--- src/rtl/rcc_ker_clk_pkg.sv ---
// ---------------------------------------------------------------------------
// rcc_ker_clk_pkg
//
// Purpose:
//     Shared types and default constants for the kernel clock-enable
//     generator. This package holds:
//       - the per-channel FSM state enum,
//       - the default values of the top-level parameters,
//       - the width of the gate-off wait counter,
//       - the helper that combines the two cores' low-power state with the
//         per-channel enable bits.
//
// Ports:
//     none (package)
// ---------------------------------------------------------------------------
package rcc_ker_clk_pkg;

    // Default values of the top-level parameters.
    localparam int CH_NUM_DEFAULT   = 4;
    localparam int DIV_W_DEFAULT    = 5;
    localparam int SEL_W_DEFAULT    = 2;
    localparam int GATE_DLY_DEFAULT = 3;

    // The gate-off delay can be at most 15 cycles, so a 4-bit down-counter
    // is wide enough to hold GATE_DLY-1.
    localparam int WAIT_W = 4;

    // Per-channel controller states.
    //   ST_OFF       : clock gated, waiting for the channel to become active
    //   ST_RUN       : dividing, one enable pulse per divide period
    //   ST_GATE_WAIT : clock held off before the source mux is touched
    //   ST_SWITCH    : the single cycle in which the new source is applied
    typedef enum logic [1:0] {
        ST_OFF       = 2'd0,
        ST_RUN       = 2'd1,
        ST_GATE_WAIT = 2'd2,
        ST_SWITCH    = 2'd3
    } ch_state_e;

    // A channel wants its clock when at least one core owns it and that core
    // is awake. A core in sleep keeps the clock only if the low-power enable
    // bit is set. A core in deep-sleep never keeps it.
    function automatic logic calc_active(
        input logic c1_en,
        input logic c1_lpen,
        input logic c1_sleep,
        input logic c1_deepsleep,
        input logic c2_en,
        input logic c2_lpen,
        input logic c2_sleep,
        input logic c2_deepsleep
    );
        logic w_c1_req;
        logic w_c2_req;
        w_c1_req = c1_en & (~c1_sleep | c1_lpen) & ~c1_deepsleep;
        w_c2_req = c2_en & (~c2_sleep | c2_lpen) & ~c2_deepsleep;
        return w_c1_req | w_c2_req;
    endfunction

endpackage

--- src/rtl/rcc_ker_ch_ctrl.sv ---
// ---------------------------------------------------------------------------
// rcc_ker_ch_ctrl
//
// Purpose:
//     Controller for one kernel clock channel. It has three jobs:
//       - divide the clock into one enable pulse per R cycles,
//       - gate that enable off around a source-mux switch,
//       - track which source is currently applied to the mux.
//
// Ports:
//     clk            in   block clock
//     rst_n          in   asynchronous active-low reset
//     i_active       in   channel requested by at least one awake core
//     i_div_ratio    in   divide ratio (0 and 1 both mean "every cycle")
//     i_src_sel      in   requested source selection
//     o_ker_en       out  registered clock-enable for the downstream ICG
//     o_src_sel_cur  out  source currently applied to the mux
//     o_sw_busy      out  a gate-off / switch sequence is in progress
// ---------------------------------------------------------------------------
module rcc_ker_ch_ctrl
    import rcc_ker_clk_pkg::*;
#(
    parameter int DIV_W    = DIV_W_DEFAULT,
    parameter int SEL_W    = SEL_W_DEFAULT,
    parameter int GATE_DLY = GATE_DLY_DEFAULT
) (
    input  logic             clk,
    input  logic             rst_n,
    input  logic             i_active,
    input  logic [DIV_W-1:0] i_div_ratio,
    input  logic [SEL_W-1:0] i_src_sel,
    output logic             o_ker_en,
    output logic [SEL_W-1:0] o_src_sel_cur,
    output logic             o_sw_busy
);

    // Loading GATE_DLY-1 and counting down through 0 keeps the clock gated
    // for exactly GATE_DLY cycles before the switch cycle.
    localparam logic [WAIT_W-1:0] WAIT_LOAD = WAIT_W'(GATE_DLY - 1);

    ch_state_e          r_state;
    ch_state_e          w_state_nxt;
    logic [DIV_W-1:0]   r_div_cnt;
    logic [DIV_W-1:0]   w_div_cnt_nxt;
    logic [DIV_W-1:0]   r_ratio;
    logic [DIV_W-1:0]   w_ratio_nxt;
    logic [WAIT_W-1:0]  r_wait_cnt;
    logic [WAIT_W-1:0]  w_wait_cnt_nxt;
    logic [SEL_W-1:0]   r_src_cur;
    logic [SEL_W-1:0]   w_src_cur_nxt;
    logic               r_ker_en;
    logic               w_ker_en_nxt;
    logic               r_sw_busy;
    logic               w_sw_busy_nxt;
    logic               w_period_end;

    // The divider sits on the last count of its period when the counter
    // reaches R-1. A latched ratio of 0 or 1 makes every cycle a period end.
    assign w_period_end = (r_ratio <= DIV_W'(1)) ||
                          (r_div_cnt >= (r_ratio - DIV_W'(1)));

    // Next-state logic for the channel FSM and its datapath.
    //
    // Every register keeps its value unless a transition says otherwise.
    //
    // Ratio re-latch: the ratio is only picked up when a new period begins.
    // A new period begins on OFF->RUN, on a divider wrap, and on the way out
    // of SWITCH. This lets a mid-period change of div_ratio wait until the
    // running period has finished.
    //
    // src_sel_cur timing: the new source is captured on the edge that enters
    // SWITCH. The mux therefore changes during the SWITCH cycle, while the
    // enable is still low. The enable only rises again on the cycle after.
    //
    // The enable and busy flags are computed from the next state, so that
    // both outputs come straight from flops.
    always_comb begin
        w_state_nxt    = r_state;
        w_div_cnt_nxt  = r_div_cnt;
        w_ratio_nxt    = r_ratio;
        w_wait_cnt_nxt = r_wait_cnt;
        w_src_cur_nxt  = r_src_cur;

        case (r_state)
            ST_OFF: begin
                if (i_active) begin
                    w_state_nxt   = ST_RUN;
                    w_div_cnt_nxt = '0;
                    w_ratio_nxt   = i_div_ratio;
                end
            end

            ST_RUN: begin
                if (!i_active) begin
                    w_state_nxt   = ST_OFF;
                    w_div_cnt_nxt = '0;
                end else if (i_src_sel != r_src_cur) begin
                    w_state_nxt    = ST_GATE_WAIT;
                    w_wait_cnt_nxt = WAIT_LOAD;
                end else if (w_period_end) begin
                    w_div_cnt_nxt = '0;
                    w_ratio_nxt   = i_div_ratio;
                end else begin
                    w_div_cnt_nxt = r_div_cnt + DIV_W'(1);
                end
            end

            // The wait is never restarted by a further change of src_sel,
            // and it is never aborted by loss of activity. Whatever src_sel
            // holds when the countdown expires is the value that gets applied.
            ST_GATE_WAIT: begin
                if (r_wait_cnt == '0) begin
                    w_state_nxt   = ST_SWITCH;
                    w_src_cur_nxt = i_src_sel;
                end else begin
                    w_wait_cnt_nxt = r_wait_cnt - WAIT_W'(1);
                end
            end

            ST_SWITCH: begin
                w_state_nxt   = i_active ? ST_RUN : ST_OFF;
                w_div_cnt_nxt = '0;
                w_ratio_nxt   = i_div_ratio;
            end

            default: begin
                w_state_nxt   = ST_OFF;
                w_div_cnt_nxt = '0;
            end
        endcase

        w_ker_en_nxt  = (w_state_nxt == ST_RUN) && (w_div_cnt_nxt == '0);
        w_sw_busy_nxt = (w_state_nxt == ST_GATE_WAIT) ||
                        (w_state_nxt == ST_SWITCH);
    end

    // State and datapath registers.
    // Reset returns the channel to OFF and drops any pending source switch.
    always_ff @(posedge clk or negedge rst_n) begin
        if (!rst_n) begin
            r_state    <= ST_OFF;
            r_div_cnt  <= '0;
            r_ratio    <= '0;
            r_wait_cnt <= '0;
            r_src_cur  <= '0;
            r_ker_en   <= 1'b0;
            r_sw_busy  <= 1'b0;
        end else begin
            r_state    <= w_state_nxt;
            r_div_cnt  <= w_div_cnt_nxt;
            r_ratio    <= w_ratio_nxt;
            r_wait_cnt <= w_wait_cnt_nxt;
            r_src_cur  <= w_src_cur_nxt;
            r_ker_en   <= w_ker_en_nxt;
            r_sw_busy  <= w_sw_busy_nxt;
        end
    end

    assign o_ker_en      = r_ker_en;
    assign o_src_sel_cur = r_src_cur;
    assign o_sw_busy     = r_sw_busy;

endmodule

--- src/rtl/rcc_ker_clk_en_gen.sv ---
// ---------------------------------------------------------------------------
// rcc_ker_clk_en_gen
//
// Purpose:
//     Generates the clock-enables for CH_NUM kernel clocks. Each channel has
//     its own controller, and each controller handles:
//       - the channel's divide ratio,
//       - glitch-free source switching,
//       - gating according to the two cores' sleep and deep-sleep state.
//     Test mode forces every enable on, without disturbing the controllers.
//
// Ports:
//     clk            in   block clock
//     rst_n          in   asynchronous active-low reset
//     c1_sleep       in   core 1 in sleep
//     c1_deepsleep   in   core 1 in deep-sleep
//     c2_sleep       in   core 2 in sleep
//     c2_deepsleep   in   core 2 in deep-sleep
//     testmode       in   force all ker_clk_en bits high
//     rcc_c1_en      in   [CH_NUM]        core 1 run-mode enable per channel
//     rcc_c2_en      in   [CH_NUM]        core 2 run-mode enable per channel
//     rcc_c1_lpen    in   [CH_NUM]        core 1 sleep-mode enable per channel
//     rcc_c2_lpen    in   [CH_NUM]        core 2 sleep-mode enable per channel
//     div_ratio      in   [CH_NUM*DIV_W]  divide ratio per channel
//     src_sel        in   [CH_NUM*SEL_W]  requested source per channel
//     ker_clk_en     out  [CH_NUM]        clock-enable to downstream ICG
//     src_sel_cur    out  [CH_NUM*SEL_W]  source applied to each mux
//     sw_busy        out  [CH_NUM]        switch sequence in progress
// ---------------------------------------------------------------------------
module rcc_ker_clk_en_gen
    import rcc_ker_clk_pkg::*;
#(
    parameter int CH_NUM   = CH_NUM_DEFAULT,
    parameter int DIV_W    = DIV_W_DEFAULT,
    parameter int SEL_W    = SEL_W_DEFAULT,
    parameter int GATE_DLY = GATE_DLY_DEFAULT
) (
    input  logic                    clk,
    input  logic                    rst_n,
    input  logic                    c1_sleep,
    input  logic                    c1_deepsleep,
    input  logic                    c2_sleep,
    input  logic                    c2_deepsleep,
    input  logic                    testmode,
    input  logic [CH_NUM-1:0]       rcc_c1_en,
    input  logic [CH_NUM-1:0]       rcc_c2_en,
    input  logic [CH_NUM-1:0]       rcc_c1_lpen,
    input  logic [CH_NUM-1:0]       rcc_c2_lpen,
    input  logic [CH_NUM*DIV_W-1:0] div_ratio,
    input  logic [CH_NUM*SEL_W-1:0] src_sel,
    output logic [CH_NUM-1:0]       ker_clk_en,
    output logic [CH_NUM*SEL_W-1:0] src_sel_cur,
    output logic [CH_NUM-1:0]       sw_busy
);

    logic [CH_NUM-1:0] w_active;
    logic [CH_NUM-1:0] w_ker_en_reg;

    // One controller per channel. Each channel sees the shared core
    // low-power state together with its own enable bits.
    for (genvar g = 0; g < CH_NUM; g++) begin : g_ch
        assign w_active[g] = calc_active(rcc_c1_en[g], rcc_c1_lpen[g],
                                         c1_sleep, c1_deepsleep,
                                         rcc_c2_en[g], rcc_c2_lpen[g],
                                         c2_sleep, c2_deepsleep);

        rcc_ker_ch_ctrl #(
            .DIV_W    (DIV_W),
            .SEL_W    (SEL_W),
            .GATE_DLY (GATE_DLY)
        ) u_ch_ctrl (
            .clk           (clk),
            .rst_n         (rst_n),
            .i_active      (w_active[g]),
            .i_div_ratio   (div_ratio[g*DIV_W +: DIV_W]),
            .i_src_sel     (src_sel[g*SEL_W +: SEL_W]),
            .o_ker_en      (w_ker_en_reg[g]),
            .o_src_sel_cur (src_sel_cur[g*SEL_W +: SEL_W]),
            .o_sw_busy     (sw_busy[g])
        );
    end

    // Test mode overrides the enables directly, so that scan and test clocks
    // reach every kernel even while reset is held. The controllers keep
    // running underneath, and the normal enables return as soon as
    // testmode drops.
    assign ker_clk_en = w_ker_en_reg | {CH_NUM{testmode}};

endmodule

--- config.mk ---
export PLATFORM = sky130hd
export DESIGN_NAME = rcc_ker_clk_en_gen
export DESIGN_NICKNAME = d
export VERILOG_FILES = /design/src/rtl/rcc_ker_clk_pkg.sv /design/src/rtl/rcc_ker_ch_ctrl.sv /design/src/rtl/rcc_ker_clk_en_gen.sv
export SDC_FILE = /design/constraint.sdc
export NUM_CORES = 1
export LEC_CHECK = 0
export ABC_CLOCK_PERIOD_IN_PS = 3000
export CAP_MARGIN = 10
export CORE_ASPECT_RATIO = 0.9
export CORE_UTILIZATION = 35
export DETAILED_ROUTE_END_ITERATION = 8
export PLACE_DENSITY = 0.57
export SLEW_MARGIN = 20
export SYNTH_ARGS = -nofsm -noshare
export SYNTH_HDL_FRONTEND = slang
export SYNTH_SLANG_ARGS = --single-unit
--- constraint.sdc ---
create_clock -name clk -period 3 [get_ports clk]
set_clock_uncertainty 0.2 [all_clocks]
set_input_delay 0.45 -clock clk [delete_from_list [all_inputs] [get_ports clk]]
set_output_delay 0.45 -clock clk [all_outputs]
set_load 0.005 [all_outputs]
# After elaboration in Yosys (flattened, before gate mapping)
# Index checks and enable logic that the tools add are counted.
# word_totals
wordCells	257
in_bits	51
register_bits	80
out_inout_bits	16
# op_classes
n_bitwise	33
order_cmp	8
reduce_logical	44
n_eq_ne	52
add_sub_neg	12
n_mux	80
# ops
operator	n
5-bit 2-to-1 mux	32
5-bit one-hot mux with 3 select lines	8
4-bit 2-to-1 mux	12
2-bit equality test (second input constant)	16
2-bit 2-to-1 mux	16
2-bit by 1-bit inequality test with 1-bit output (second input constant)	16
2-bit one-hot mux with 4 select lines	4
4-bit one-hot mux with 2 select lines	4
5-bit by 1-bit adder with 5-bit output (second input constant)	4
5-bit greater-or-equal comparator	4
5-bit by 1-bit less-or-equal comparator with 1-bit output (second input constant)	4
5-bit logical NOT	4
5-bit AND reduction	4
5-bit by 1-bit subtractor with 5-bit output (second input constant)	4
1-bit bitwise AND	16
2-bit by 1-bit equality test with 1-bit output (second input constant)	8
4-bit logical NOT	4
2-bit inequality test (second input constant)	8
4-bit AND reduction	4
4-bit by 1-bit subtractor with 4-bit output (second input constant)	4
1-bit OR	12
3-bit nonzero test	4
2-bit logical NOT	4
1-bit logical OR	8
7 further kinds	25

# Logic depth before layout (Yosys ltp)
# Gate-level depths: netlist (run 1).
# depth
word_depth	9
ltp_mapped	10

# Modules after synthesis
# Synthesis (run 1) repeated with hierarchy kept, for this count alone.
# hier_totals
hier_cells	566
hier_area_um2	5366.4
# modules_own_cells
mod	n_inst	area_each_um2	cells_each
rcc_ker_ch_ctrl (g_ch[0].u_ch_ctrl ...)	2	1249.9	135
rcc_ker_ch_ctrl (g_ch[3].u_ch_ctrl)	1	1423.9	143
rcc_ker_ch_ctrl (g_ch[1].u_ch_ctrl)	1	1282.5	129
rcc_ker_clk_en_gen	1	160.2	24

# Worst setup path before layout (run 1)
# OpenSTA, ideal clock, no wires.
# synth_path
path_kind	reg-to-reg
from	register g_ch[1].u_ch_ctrl.r_ratio[0]
to	register g_ch[1].u_ch_ctrl.r_ratio[0]
slack_ps	557
required_time_ps	2675
stages_incl_launch_ff	11
setup_time_ps	125
n_path_buf	1
synth_period_minus_slack_ps	2443
t_arrival_ps	2118
cell_sequence	dfrtp_1 > inv_1 > ha_1 > xnor2_1 > ha_1 > o21ai_0 > o21bai_1 > a21boi_1 > or3_1 > buf_6 > mux2_4
# synth_via
elab_chain_cells	5
word_cells_on_any_way	6
cone_classes	add/sub: 1; order compare: 2; eq/ne: 1; reduce/logical: 2
# synth_rtl
item	line	source
start: declaration	rcc_ker_ch_ctrl.sv:45	logic [DIV_W-1:0] r_ratio;
start signal: assignment	rcc_ker_ch_ctrl.sv:151	r_ratio <= w_ratio_nxt;
5-bit by 1-bit subtractor with 5-bit output	rcc_ker_ch_ctrl.sv:60	(r_div_cnt >= (r_ratio - DIV_W'(1)));
5-bit greater-or-equal comparator	rcc_ker_ch_ctrl.sv:60	
1-bit logical OR (*)	rcc_ker_ch_ctrl.sv:59	assign w_period_end = (r_ratio <= DIV_W'(1)) ||
2-bit by 1-bit inequality test with 1-bit output (no line) (*)	--	
5-bit AND reduction (no line) (*)	--	
# Every way passes the cells marked *; elsewhere a longest branch is shown, timed or not.
# A chain may end at the register's enable or synchronous reset.

# Worst setup path after layout (run 1)
# layout_path
from	register g_ch[1].u_ch_ctrl.r_ratio[0]
to	register g_ch[1].u_ch_ctrl.r_ratio[1]
# The elaborated chain is that of the path after synthesis.

==> flow_summary_export.csv, run 1 <==
group,metric,value,unit
floorplanning,die_w,131,microns
yosys,ys_seq_area_frac,0.383,
detailed_routing,ant_nets,0,
setup_path,crit_type,"flop to flop",
cells_and_area,area_delta_synth_final,22.6,%
pwr,power_density,851,nW/um^2
detailed_routing,first_pass_iters,4,
pwr,max-vdd-ir-drop,0.000445,V
global_routing,grt_pass1_vias,4173,
place,port_buffers,66,
cells_and_area,n_fill_cell,1389,
sta,final_max_slew_viol_count,0,
clock_tree,htree_levels,3,
sta,setup_viol,0,
yosys,synthAdderAreaFrac,0.0957,
clock_tree,clock_sinks,80,
detailed_routing,drt_iter0_markers,221,
setup_path,cp_cell_sequence,"inv_1, ha_1, xnor2_1, ha_1, o21ai_0, o21bai_1, a21boi_1, or3_1, mux2_4",
global_routing,grt_pass1_wl,19500,microns
detailed_routing,wl,11300,microns
min_path,holdCritPathClass,"flop to flop",
sta,setup_ws,0.325,ns
floorplanning,rows,42,
yosys,synth_top_family_by_area,"simple AND/OR/NAND/NOR gates",
clock_tree,path_clk_slew,0.06,ns
sta,period_share,0.892,
detailed_routing,wl_per_cell,14.0,microns
yosys,postSynthAreaPerCell,9.85,sq um
setup_path,slowest_delay,0.50,ns
floorplanning,start_util,0.357,
status,outcome,"finished clean",
place,gp_congestion,0.815,
setup_path,worst_path_most_repeated_cell,"ha_1",
yosys,synth_xor_area_frac,0.0536,
yosys,synth-main-ff-cell,"dfrtp_1",
sta,finalSetupTns,0,ns
global_routing,antenna_found_initial,0,
yosys,synth-edff-count,0,
place,dp_cells,790,
setup_path,path_max_fanout,5,
setup_path,critical_path_arrival,2.70,ns
clock_tree,clk_latency,0.34,ns
yosys,async_flop_share,1.00,
yosys,synth_cell_types,71,
setup_path,slowest_stage,"or3_1",
setup_path,critical_path_required,3.02,ns
sta,tightest_slew,0.626,ns
yosys,synth-simple-area-share,0.201,
sta,fmax,0.374,GHz
global_routing,grt_max_degree,50,
clock_tree,cts_tree,"yes",
yosys,synthCells,531,
floorplanning,io_pins,67,
floorplanning,coreArea,14700,sq um
global_routing,grtUsageTotal,0.159,
cells_and_area,fin_nets,695,
yosys,syn_nets,622,
setup_path,crit_family,"adder cells",
yosys,synth-seq-cells,80,
cells_and_area,diodes,0,
floorplanning,die-area,15400,sq um
sta,final_hold_viol_count,0,
cells_and_area,fin_cells,806,
place,dpl_cell_area,6110,sq um
sta,min_period,2.67,ns
global_routing,grt_overflow,0,
cells_and_area,drive_above_1_share,0.137,
clock_tree,cts_root_buf,"clkbuf_16",
cells_and_area,layout_commonest_cell,"dfrtp_1",
setup_path,end_kind,"flop",
floorplanning,die_h,118,microns
pwr,p_leak,2.81,nW
sta,rsz0062_at_grt,"no",
place,preCtsSetupSlack,0.303,ns
run,drv_cap,0,
yosys,netlist_area,5230,sq um
cells_and_area,final_cell_mix,"dfrtp_1, clkdlybuf4s50_1, nand2_1",
clock_tree,ctsLongestPathBuffers,2,
yosys,synthMuxAreaShare,0.0641,
yosys,ys_warn_count,0,
setup_path,crit_buf_inv,1,
detailed_routing,vias_per_cell,5.00,
place,hpwl,8670,microns
sta,max_slew_margin,0.583,
detailed_routing,via_count,4026,
setup_path,critPathLaunchType,"flop",
yosys,synth-compound-area-share,0.170,
cells_and_area,final_area,6410,sq um
clock_tree,cts_buffers,9,
detailed_routing,route.detailed.drc,0,
-- where the power goes --
group / switching, mW / total (mW) / internal [mW]
logic: 1.20 / 2.50 / 1.30
registers: 0.404 / 1.86 / 1.46
clock network: 0.434 / 1.10 / 0.662
total: 2.04 / 5.46 / 3.42
-- sequential cells by signal (all words and copies together) (netlist names) --
signal,count
g_ch.u_ch_ctrl.r_state,8
g_ch.u_ch_ctrl.o_sw_busy,4
g_ch.u_ch_ctrl.r_ratio,20
g_ch.u_ch_ctrl.o_ker_en,4
g_ch.u_ch_ctrl.o_src_sel_cur,8
g_ch.u_ch_ctrl.r_wait_cnt,16
g_ch.u_ch_ctrl.r_div_cnt,20
-- synthesized netlist by cell type, types with 4 or more instances --
cell type	instances	area share
nor2b_1	8	0.0096
mux2_4	10	0.029
xor2_1	20	0.033
ha_1	40	0.096
nand3_1	16	0.015
mux2_2	12	0.026
dfrtp_1	80	0.38
nand4_1	7	0.0084
nor2_1	43	0.031
inv_1	28	0.020
nand2b_1	18	0.022
xnor2_1	12	0.020
a21oi_1	23	0.022
or2_2	9	0.011
nor3_1	22	0.021
o21a_1	4	0.0057
nand2_1	50	0.036
or3_1	4	0.0048
o21ai_0	22	0.021
o221a_2	5	0.011
buf_4	4	0.0057
a211oi_1	5	0.0072
o21bai_1	10	0.014
mux2i_1	5	0.0096
-- worst paths after layout --
check                           slack, ns  cells after the start                       startpoint                                 end
worst max-delay path                 0.33                      9     g_ch[1].u_ch_ctrl.r_ratio[0]        g_ch[1].u_ch_ctrl.r_ratio[1]
worst min-delay path                 0.31                      1  g_ch[0].u_ch_ctrl.r_wait_cnt[0]     g_ch[0].u_ch_ctrl.r_wait_cnt[0]
worst max register to register       0.33                      9     g_ch[1].u_ch_ctrl.r_ratio[0]        g_ch[1].u_ch_ctrl.r_ratio[1]
worst min register to register       0.31                      1  g_ch[0].u_ch_ctrl.r_wait_cnt[0]     g_ch[0].u_ch_ctrl.r_wait_cnt[0]
max in group asynchronous            1.46                      3                            rst_n  g_ch[1].u_ch_ctrl.o_src_sel_cur[0]
min in group asynchronous            0.46                      2                            rst_n        g_ch[0].u_ch_ctrl.r_ratio[1]
-- cell families (layout without fill, tap and decap cells) --
family	Yosys count	after routing
simple gates	200	200
compound gates	113	113
flops	80	80
fa+ha+maj	40	40
buf+inv	39	116
xor+xnor	32	32
mux	27	27
-- stage by stage --
step	total power [mW]	hold WS [ns]	util
final	5.46	0.309	0.438
after global placement	4.31	0.283	0.417
after detailed placement	4.38	0.297	0.417
after CTS	5.52	0.312	0.437
after floorplan	3.71	-0.0456	-
after global routing	5.89	0.344	0.438
-- timing repair --
| action | in CTS | in global routing |
|---|---|---|
| hold endpoints to repair | 47 | 0 |
| buffers inserted | 0 | 0 |
| hold buffers | 1 | 0 |
| gates resized for setup | 0 | 1 |
| setup endpoints to repair | 0 | 2 |
-- routing by layer --
metal / wire length [microns] / up-vias / GRT usage
met2: 5370 / 54 / 0.260
met4: 103 / 0 / 0.0409
met1: 5470 / 1927 / 0.208
met5: 0 / - / 0
met3: 378 / 7 / 0.0391
li1: - / 2038 / -
-- final cells by class --
cell class | instances | area, sq um | share of cell area
inverter | 29 | 109 | 0.0170
clock buffer | 12 | 246 | 0.0384
tap | 198 | 248 | 0.0386
sequential | 80 | 2000 | 0.312
timing repair buffer | 72 | 706 | 0.110
multi-input combinational | 412 | 3060 | 0.477
clock inverter | 3 | 42.5 | 0.00663
(Power assumes the default switching activity.)
==> run 2: changes to the inputs <==
--- a/config.mk
+++ b/config.mk
@@ -8,9 +8,9 @@
 export ABC_CLOCK_PERIOD_IN_PS = 3000
 export CAP_MARGIN = 10
 export CORE_ASPECT_RATIO = 0.9
-export CORE_UTILIZATION = 35
+export CORE_UTILIZATION = 56
 export DETAILED_ROUTE_END_ITERATION = 8
-export PLACE_DENSITY = 0.57
+export PLACE_DENSITY = 0.83
 export SLEW_MARGIN = 20
 export SYNTH_ARGS = -nofsm -noshare
 export SYNTH_HDL_FRONTEND = slang
==> run 2 against run 1 <==
- largest power group unchanged
- utilization rose by 25 points
- hold slack got worse by 0.00063 ns
- first-iteration DRC count fell by 48%
- critical path type unchanged
- cell area fell by 3.3%
- clock power fell by 30%
- highest routed layer unchanged
- maximum frequency fell by 1.1%
- clock-buffer cell count fell by 3
- critical path depth fell by 1
- register-to-register slack got worse by 0.03 ns
- global-route usage rose by 8.3 points
- non-clock buffer count fell by 2
==> flow_summary_export.csv, run 2 (synthesized netlist as in run 1, its figures left out) <==
group,metric,value,unit
status,outcome,"finished clean",
global_routing,use_met2,0.418,
detailed_routing,via_count,4143,
sta,max_slew_margin,0.592,
cells_and_area,fin_nets,693,
setup_path,critical_path_required,3.10,ns
floorplanning,io_pins,67,
global_routing,grt_pass1_vias,4087,
setup_path,path_max_fanout,5,
clock_tree,path_clk_slew,0.09,ns
run,drv_cap,0,
global_routing,antenna_found_initial,0,
cells_and_area,area_delta_synth_final,18.6,%
global_routing,grtUsageTotal,0.242,
detailed_routing,drt_iter0_markers,115,
setup_path,critical_path_arrival,2.81,ns
floorplanning,coreArea,9080,sq um
cells_and_area,fin_util,0.683,
sta,whs,0.309,ns
clock_tree,htree_levels,3,
pwr,power_switching,2.08,mW
setup_path,regToRegStartpoint,"g_ch[0].u_ch_ctrl.r_ratio[0]",
pwr,power_density,830,nW/um^2
sta,finalSetupTns,0,ns
setup_path,critPathLaunchType,"flop",
clock_tree,clk_latency,0.36,ns
sta,fmax,0.370,GHz
global_routing,use_met1,0.301,
clock_tree,clock_sinks,80,
global_routing,grt_overflow,0,
pwr,sequentialPowerShare,0.362,
sta,min_period,2.71,ns
detailed_routing,vias_per_cell,5.68,
cells_and_area,diodes,0,
detailed_routing,wl_per_cell,15.3,microns
floorplanning,die_w,104,microns
min_path,worstHoldStart,"g_ch[1].u_ch_ctrl.r_wait_cnt[0]",
detailed_routing,first_pass_iters,4,
min_path,holdCritPathClass,"flop to flop",
detailed_routing,wl,11200,microns
setup_path,end_kind,"flop",
pwr,p_clk_frac,0.150,
place,hpwl,8580,microns
sta,final_hold_viol_count,0,
place,port_buffers,66,
clock_tree,cts_buffers,9,
detailed_routing,route.detailed.drc,0,
setup_path,critPathLaunch,"g_ch[0].u_ch_ctrl.r_ratio[0]",
setup_path,crit_type,"flop to flop",
setup_path,r2r_slack,0.29,ns
cells_and_area,layout_commonest_cell,"dfrtp_1",
global_routing,grt_pass1_wl,18800,microns
place,dpl_cell_area,6000,sq um
pwr,max-vdd-ir-drop,0.000480,V
pwr,swShare,0.404,
pwr,internal_power,3.07,mW
clock_tree,cts_setup_buffers,0,
setup_path,slowest_delay,0.47,ns
global_routing,grt_util_met3,0.0520,
pwr,pwr-share-comb,0.488,
detailed_routing,ant_nets,0,
sta,rsz0062_at_grt,"no",
sta,setup_viol,0,
floorplanning,start_util,0.576,
sta,period_share,0.902,
floorplanning,die_h,93.7,microns
pwr,p_leak,2.75,nW
cells_and_area,reg.largest.list,"g_ch.u_ch_ctrl.r_div_cnt x20, g_ch.u_ch_ctrl.r_ratio x20, g_ch.u_ch_ctrl.r_wait_cnt x16",
cells_and_area,final_cell_mix,"dfrtp_1, clkdlybuf4s50_1, nand2_1",
floorplanning,die-area,9730,sq um
global_routing,grt_max_degree,48,
sta,tightest_slew,0.612,ns
place,gp_congestion,0.901,
cells_and_area,final_area,6200,sq um
floorplanning,rows,33,
cells_and_area,drive_above_1_share,0.138,
global_routing,top_usage_layer,"met2",
setup_path,cp_cell_sequence,"inv_1, ha_1, ha_1, a2111oi_0, o211a_1, o21ai_0, nor3_1, or2_2",
setup_path,slowest_stage,"a2111oi_0",
clock_tree,cts_tree,"yes",
sta,final_max_slew_viol_count,0,
setup_path,worst_path_most_repeated_cell,"ha_1",
clock_tree,ctsLongestPathBuffers,2,
clock_tree,cts_root_buf,"clkbuf_8",
-- run 2: cell count changes in the layout (fill, tap and decap cells not counted), sizes merged --
cell / previous run / this run
clkinv: 1 / 2
clkbuf: 12 / 9
bufinv: 1 / 0
inv: 29 / 33
buf: 6 / 4
-- run 2: final timing paths --
path / end / depth (start not counted)
worst max register to register: g_ch[0].u_ch_ctrl.r_div_cnt[3] / 8
worst max-delay path: g_ch[0].u_ch_ctrl.r_div_cnt[3] / 8
min in group asynchronous: g_ch[3].u_ch_ctrl.r_wait_cnt[1] / 2
worst min register to register: g_ch[1].u_ch_ctrl.r_wait_cnt[0] / 1
worst min-delay path: g_ch[1].u_ch_ctrl.r_wait_cnt[0] / 1
max in group asynchronous: g_ch[0].u_ch_ctrl.o_src_sel_cur[0] / 3
-- run 2: worst max-delay path, delay by kind of cell, from the launching register on --
kind,cells,cell delay [ns]
compound gates,3,1.04
fa+ha+maj,2,0.56
flops,1,0.40
simple gates,2,0.36
buf+inv,1,0.09
-- run 2: area by class of cell --
cell class	count	area, sq um
Tap cell	122	153
Clock inverter	7	62.6
Clock buffer	9	124
Multi-Input combinational cell	412	3060
Timing Repair Buffer	70	691
Sequential cell	80	2000
Fill cell	707	2880
Inverter	29	109
-- run 2: repair_timing --
| item | in CTS | in global routing |
|---|---|---|
| endpoints found under the setup margin | 0 | 2 |
| gates resized for setup | 0 | 1 |
| hold endpoints to repair | 45 | 0 |
| hold buffers | 1 | 0 |
-- run 2: power by group through the flow --
| stage | Sequential (mW) | Combinational (mW) | Clock [mW] |
|---|---|---|---|
| global route | 1.92 | 2.79 | 0.835 |
| global placement | 1.86 | 2.37 | 0 |
| detailed placement | 1.87 | 2.51 | 0 |
| floorplan | 1.77 | 1.93 | 0 |
| CTS | 1.86 | 2.52 | 0.790 |
| finish | 1.86 | 2.51 | 0.772 |
-- run 2: routing by layer --
layer | share of wire | vias up
li1 | - | 2043
met1 | 0.44 | 1984
met2 | 0.50 | 97
met3 | 0.040 | 19
met4 | 0.016 | 0
met5 | 0 | -
-- run 2: metrics by stage --
stage          std cells  power [mW]  worst slack, ns
2_1_floorplan        531        3.71            0.557
3_3_place_gp         712        4.23            0.323
3_5_place_dp         712        4.38            0.252
4_1_cts              729        5.17            0.224
5_1_grt              729        5.55            0.118
6_report             729        5.15            0.295
